## src/rtl/tiny_nn_seq.sv

```systemverilog
// tiny_nn_seq: command sequencer for the tiny_nn datapath.
// Decodes 16-bit command words, streams W*H parameters into the core with a
// one-hot write strobe, then walks the value array row by row for each
// convolve window, serialising the 16-bit accumulate onto the 8-bit output.
// Optional build macro: TINY_NN_SEQ_RELU_EN clamps negative results to 0.
module tiny_nn_seq #(
  parameter int CountWidth     = 12,
  parameter int ValArrayWidth  = 4,
  parameter int ValArrayHeight = 2,
  localparam int RowW          = $clog2(ValArrayHeight),
  localparam int NumParams     = ValArrayWidth * ValArrayHeight
) (
  input  logic                      clk_i,
  input  logic                      rst_ni,
  input  logic [15:0]               data_i,
  output logic [7:0]                data_o,
  output logic [NumParams-1:0]      param_write_o,
  output logic [ValArrayHeight-1:0] val_shift_o,
  output logic [RowW-1:0]           mul_row_sel_o,
  output logic                      mul_en_o,
  output logic [1:0]                acc_en_o,
  input  logic [15:0]               acc_i,
  output logic                      busy_o
);

  localparam logic [3:0]      OpConvolve = 4'h1;
  localparam logic [3:0]      OpReuse    = 4'h2;
  localparam logic [RowW-1:0] LastRow    = RowW'(ValArrayHeight - 1);

  typedef enum logic [1:0] {
    Idle    = 2'd0,
    ParamIn = 2'd1,
    Exec    = 2'd2
  } state_t;

  state_t                  state_q;
  logic [CountWidth-1:0]   counter_q;
  logic [CountWidth-1:0]   counter_d;
  logic [RowW-1:0]         row_q;
  logic [RowW-1:0]         row_d;
  logic [NumParams-1:0]    param_write_q;
  logic                    params_valid_q;
  logic [3:0]              opcode;
  logic [CountWidth-1:0]   cmdCount;
  logic                    inExec;
  logic                    lastRow;
  logic [7:0]              accLo;
  logic [7:0]              accHi;

  assign opcode    = data_i[15:12];
  assign cmdCount  = data_i[CountWidth-1:0];
  assign counter_d = counter_q - CountWidth'(1);
  assign row_d     = row_q + RowW'(1);
  assign inExec    = (state_q == Exec);
  assign lastRow   = (row_q == LastRow);

  // Command decode, parameter strobe shifting and row/window sequencing.
  always_ff @(posedge clk_i or negedge rst_ni) begin
    if (!rst_ni) begin
      state_q        <= Idle;
      counter_q      <= '0;
      row_q          <= '0;
      param_write_q  <= '0;
      params_valid_q <= 1'b0;
    end else begin
      case (state_q)
        Idle: begin
          if (opcode == OpConvolve) begin
            counter_q     <= cmdCount;
            param_write_q <= NumParams'(1);
            state_q       <= ParamIn;
          end else if (opcode == OpReuse && params_valid_q) begin
            counter_q <= cmdCount;
            row_q     <= '0;
            state_q   <= Exec;
          end
        end
        ParamIn: begin
          if (param_write_q[NumParams-1]) begin
            param_write_q  <= '0;
            params_valid_q <= 1'b1;
            row_q          <= '0;
            state_q        <= Exec;
          end else begin
            param_write_q <= param_write_q << 1;
          end
        end
        Exec: begin
          if (lastRow) begin
            row_q <= '0;
            if (counter_q != '0) begin
              counter_q <= counter_d;
            end else begin
              state_q <= Idle;
            end
          end else begin
            row_q <= row_d;
          end
        end
        default: begin
          state_q <= Idle;
        end
      endcase
    end
  end

`ifdef TINY_NN_SEQ_RELU_EN
  assign accLo = acc_i[15] ? 8'h00 : acc_i[7:0];
  assign accHi = acc_i[15] ? 8'h00 : acc_i[15:8];
`else
  assign accLo = acc_i[7:0];
  assign accHi = acc_i[15:8];
`endif

  // Core controls decoded from the current row while executing.
  always_comb begin
    param_write_o = param_write_q;
    busy_o        = (state_q != Idle);
    mul_en_o      = inExec;
    acc_en_o      = {inExec && lastRow, inExec};
    mul_row_sel_o = inExec ? row_q : '0;
    val_shift_o   = '0;
    if (inExec) begin
      val_shift_o = ValArrayHeight'(1) << row_q;
    end
  end

  // Result byte stream: low byte on row 0, high byte on row 1, idle pattern otherwise.
  always_comb begin
    data_o = 8'hFF;
    if (inExec) begin
      if (row_q == RowW'(0)) begin
        data_o = accLo;
      end else if (row_q == RowW'(1)) begin
        data_o = accHi;
      end
    end
  end

endmodule

```

## config.mk

```make
export PLATFORM = sky130hd
export DESIGN_NAME = tiny_nn_seq
export DESIGN_NICKNAME = d
export VERILOG_FILES = /design/src/rtl/tiny_nn_seq.sv
export SDC_FILE = /design/constraint.sdc
export NUM_CORES = 1
export LEC_CHECK = 0
export ABC_AREA = 1
export BUFFER_PORTS_ARGS = -buffer_cell sky130_fd_sc_hd__buf_2
export CORE_MARGIN = 2
export CORE_UTILIZATION = 55
export CTS_BUF_LIST = sky130_fd_sc_hd__clkbuf_2 sky130_fd_sc_hd__clkbuf_4 sky130_fd_sc_hd__clkbuf_8
export CTS_CLUSTER_DIAMETER = 60
export DETAILED_ROUTE_END_ITERATION = 8
export GPL_TIMING_DRIVEN = 0
export PLACE_DENSITY = 0.83
export REMOVE_ABC_BUFFERS = 1
export SLEW_MARGIN = 15
export SYNTH_ARGS = -nofsm -noshare
export SYNTH_HDL_FRONTEND = slang
export SYNTH_SLANG_ARGS = --single-unit
```

## constraint.sdc

```tcl
create_clock -name clk_i -period 2 [get_ports clk_i]
set_input_delay 0 -clock clk_i [delete_from_list [all_inputs] [get_ports clk_i]]
set_output_delay 0 -clock clk_i [all_outputs]
set_load 0.03 [all_outputs]
```

-- Word-level counts from Yosys, hierarchy flattened
Cells that the tools add are included.
Widths: inputs -> output; s select.
- flip-flop bits (word level): 24
- input port bits: 34
- output and inout port bits: 23
- logic and storage cells: 56
- add/subtract/negate cells: 2
- equality and inequality tests: 12
- shift operators: 1
- mux-type cells: 23
- reductions and logical operators: 13
- operator list (cell ; number):
    $mux 12 ; 4
    $mux 8 ; 4
    $pmux 12 s2 ; 1
    $pmux 8 s2 ; 1
    $mux 2 ; 6
    $ne 2x2->1 const B ; 6
    $reduce_and 4->1 ; 3
    $reduce_bool 12->1 ; 1
    $sub 12x1->12 const B ; 1
    $pmux 2 s3 ; 1
    $reduce_bool 2->1 ; 3
    $mux 1 ; 5
    $eq 4x1->1 const B ; 1
    $eq 4x2->1 const B ; 1
    $reduce_and 2->1 ; 2
    $ne 3x3->1 const B ; 1
    $pmux 1 s3 ; 1
    $reduce_bool 3->1 ; 1
    $eq 2x1->1 const B ; 1
    $eq 2x2->1 const B ; 1
    $logic_and 1x1->1 ; 2
    $logic_not 2->1 ; 1
    $ne 2x1->1 const B ; 1
    $shl 1x1->2 const A ; 1
    $add 1x1->1 const B ; 1

-- Longest topological paths before layout
- word-level depth: 5
- mapped depth: 11

-- Worst setup path before layout
No wires, ideal clock.
- kind: register to output
- start point: register state_q[1]
- end point: output port acc_en_o[1]
- data arrival time: 1.586 ns
- required time: 2.000 ns
- path slack: 0.414 ns
- cell stages (with the launch flop): 7
- buffers on the path: 2
- path through: dfrtp_1 > inv_2 > nor2_4 > inv_2 > clkbuf_1 > nor2_1 > buf_4
- cells in the longest elaborated chain, start to end: 2
- RTL lines (element ; RTL line ; source):
    start, declared ; 36 ; state_t state_q;
    start signal, assigned ; 60 ; state_q <= Idle;
    start signal, assigned ; 71 ; state_q <= ParamIn;
    start signal, assigned ; 94 ; state_q <= Idle;
    $eq 2x2->1 ; 54 ; assign inExec = (state_q == Exec);
    $logic_and 1x1->1 ; 120 ; acc_en_o = {inExec && lastRow, inExec};
    end, declared ; 21 ; output logic [1:0] acc_en_o,
Every way passes these cells.

-- Worst setup path after layout
- start point: register state_q[1]
- end point: output port mul_row_sel_o
- cells in the longest elaborated chain, start to end: 2
- RTL lines (element ; RTL line ; source):
    $eq 2x2->1 ; 54 ;
    $mux 1 ; 121 ; mul_row_sel_o = inExec ? row_q : '0;
    end, declared ; 19 ; output logic [RowW-1:0] mul_row_sel_o,
Every way passes these cells.

==> metrics <==
status finished, final reports clean; largest net degree at the start of global routing 25; Sw Ratio 53.5%; Slew Limit Headroom 63.8%; max-cap violations 0; H-Tree Depth 1; GRT overflow 0; Simple-Gate Fraction of Synth Area 41.7%; cell chain of the critical path inv_2 > nor2_4 > inv_2 > nor2_1 > buf_2; most used cell along the critical path inv_2; postcts setup bufs 0; area of the mapped netlist 1580 um^2; RSZ-0062 raised after global routing no; non-filler cells, final 339; most common cell after layout, fill and taps aside nand2_1; clk_skew 0.00698 ns; first-pass GRT wire length 6580 um; Least-Margin Pin Slew 0.543 ns; Final nets 345; die area 3320 um^2; number of clock sinks 24; CTS tree built; # diodes 0; Iteration-0 DRC Markers 47; PortBufs 56; drt wl/cell 11.0 um; Final HPWL DP 2580 um; Slew Viols, Final 0; pwr/cell area 1550 nW/um^2; crit share post-route 89.4%; layout cell share with drive strength beyond 1 24.0%; worst-path fanout max 15; Crit Path Class reg2out; cell-internal power 1.45 mW; CP max stage cell dfrtp_1; Inst Count DP 321; core area 2730 um^2; register bit total from synthesis 24; initial antenna violation count 0; chip width 57.6 um; asr flop ratio synth 100%; Syn Area/Cell 6.51 um^2; CP max stage delay 0.49 ns; total leakage power 1.15 nW; vias per std cell 4.95; synth warn 0; post-layout instance area 2020 um^2; post-synthesis adder-cell area fraction 1.58%; Pre-Repair DR Iteration Count 4; area of the multi-input gates 806 um^2; post-synthesis cell count 243; Yosys top cell area share 37.9%; XOR/XNOR Fraction of Synth Area 0%; placed instance area 1830 um^2; clock power share 11.6%; post-synthesis compound-gate area fraction 7.19%; post-cts resize count 0; mux cell area share after synthesis 0%; Main synth FF type dfrtp_1; Worst Path Arrival 1.79 ns; # rows 19; Reg power frac 27.6%; largest family of logic cells by synthesized area simple AND/OR/NAND/NOR gates; IO Pins 57; register area 601 um^2; Comb power frac 60.8%; Final Setup Violations 0; WL final 3730 um; FILL cells 227; most frequent cells in the layout 106 x nand2_1, 56 x buf_2, 24 x inv_1, 24 x dfrtp_1, 22 x nand3_1; total number of vias 1679; switching power 1.67 mW; Worst setup SP type flop; sequential area share after synthesis 37.9%; Synth area leader dfrtp_1; Hold Crit Class in2reg; EDFF count, synth 0; worst skew pair latency 0.33 ns; VDD IR-drop max 1070 uV; Max Fclk 0.559 GHz; Layout area overhead 27.7%; Starting Density 57.9%; crit path capture type primary output; largest cells by area after synthesis dfrtp_1 38%, nand2_1 25%, nand3_1 7.0%; CTS buffer count 3; RePlAce Congestion 0.801; CP required 2.00 ns; number of nets with antenna violations after routing 0; crit path time final 1.79 ns; DIE HEIGHT 57.6 um; Final Hold Fails 0; GRT Total Usage 25.1%; vias in the first global route 1639; library cells used by synthesis 26; Max Buffers Root-to-Sink 2; Worst-path clk slew 0.14 ns; clock root buffer clkbuf_4; # DRC 0
## registers in the layout, summed over array words and instances (netlist names)
name / flops
counter_q: 12
lastRow: 1
param_write_o: 8
params_valid_q: 1
state_q: 2
## path summary, 6_finish.rpt
path                                       startpoint                    endpoint  slack [ns]  cells after the start
max                            state_q[1]$_DFFE_PN0P_               mul_row_sel_o        0.21                      5
min                                         data_i[1]    counter_q[1]$_DFFE_PN0P_       0.004                      5
max reg2reg                       lastRow$_DFFE_PN0P_    counter_q[8]$_DFFE_PN0P_        0.34                      6
min reg2reg                params_valid_q$_DFFE_PN0P_  params_valid_q$_DFFE_PN0P_        0.49                      2
max in group asynchronous                      rst_ni    counter_q[3]$_DFFE_PN0P_        1.45                      2
min in group asynchronous                      rst_ni      state_q[0]$_DFFE_PN0P_        0.19                      2
## power by group through the flow
stage / Combinational, mW / Sequential [mW] / Clock (mW)
2_1_floorplan: 1.35 / 0.901 / 0
3_3_place_gp: 1.82 / 0.864 / 0
3_5_place_dp: 1.86 / 0.867 / 0
4_1_cts: 1.90 / 0.860 / 0.366
5_1_grt: 2.12 / 0.895 / 0.389
6_report: 1.90 / 0.864 / 0.362
## timing repair
item | 4_1_cts | 5_1_grt
endpoints found under the setup margin | 3 | 0
hold endpoints to repair | 35 | 0
hold buffers | 13 | 0
## per-stage QoR
| stage | utilization (%) | setup TNS [ns] | hold WS [ns] | total power, mW | setup slack, ns |
|---|---|---|---|---|---|
| after global placement | 67.0 | 0 | 0.0135 | 2.68 | 0.313 |
| after CTS | 73.9 | 0 | 0.00234 | 3.12 | 0.187 |
| after detailed placement | 67.0 | 0 | 0.0208 | 2.72 | 0.301 |
| after floorplan | - | -1.26 | -0.296 | 2.25 | -0.419 |
| after global routing | 73.9 | 0 | 0.0424 | 3.41 | 0.0546 |
| final | 73.9 | 0 | 0.00406 | 3.12 | 0.212 |
## metal layers
| metal | up-vias | GRT usage [%] | wire length (um) |
|---|---|---|---|
| met5 | - | 0 | 0 |
| met2 | 56 | 42.9 | 1720 |
| met4 | 0 | 11.0 | 72 |
| li1 | 885 | - | - |
| met1 | 731 | 31.9 | 1750 |
| met3 | 7 | 3.35 | 180 |
## synth_stat cells, types with 2 or more instances
| master | n |
|---|---|
| a21oi_1 | 2 |
| buf_2 | 2 |
| buf_4 | 4 |
| dfrtp_1 | 24 |
| ha_1 | 2 |
| inv_1 | 24 |
| inv_2 | 6 |
| nand2_1 | 106 |
| nand3_1 | 22 |
| nand4_1 | 2 |
| nor2_1 | 20 |
| nor2_2 | 2 |
| o21ai_0 | 8 |
| o22ai_1 | 7 |
## worst max-delay path, delay by kind of cell (launching register included)
family        cells  cell delay (ns)
buf+inv           3             0.52
flops             1             0.49
simple gates      2             0.45
## final cells by class
class	instances	share of cell area, %
clock inverter	1	1.49
multi-input combinational	181	39.9
clock buffer	3	1.11
tap	31	1.92
sequential	24	29.7
inverter	30	5.57
timing repair buffer	69	20.3
## cells by family after synthesis
kind of cell,after synthesis
DFF,24
adders and majority gates,2
AOI/OAI and AO/OA,20
and+or+nand+nor,158
buffers and inverters,39
Power figures use the tool's default switching activity.
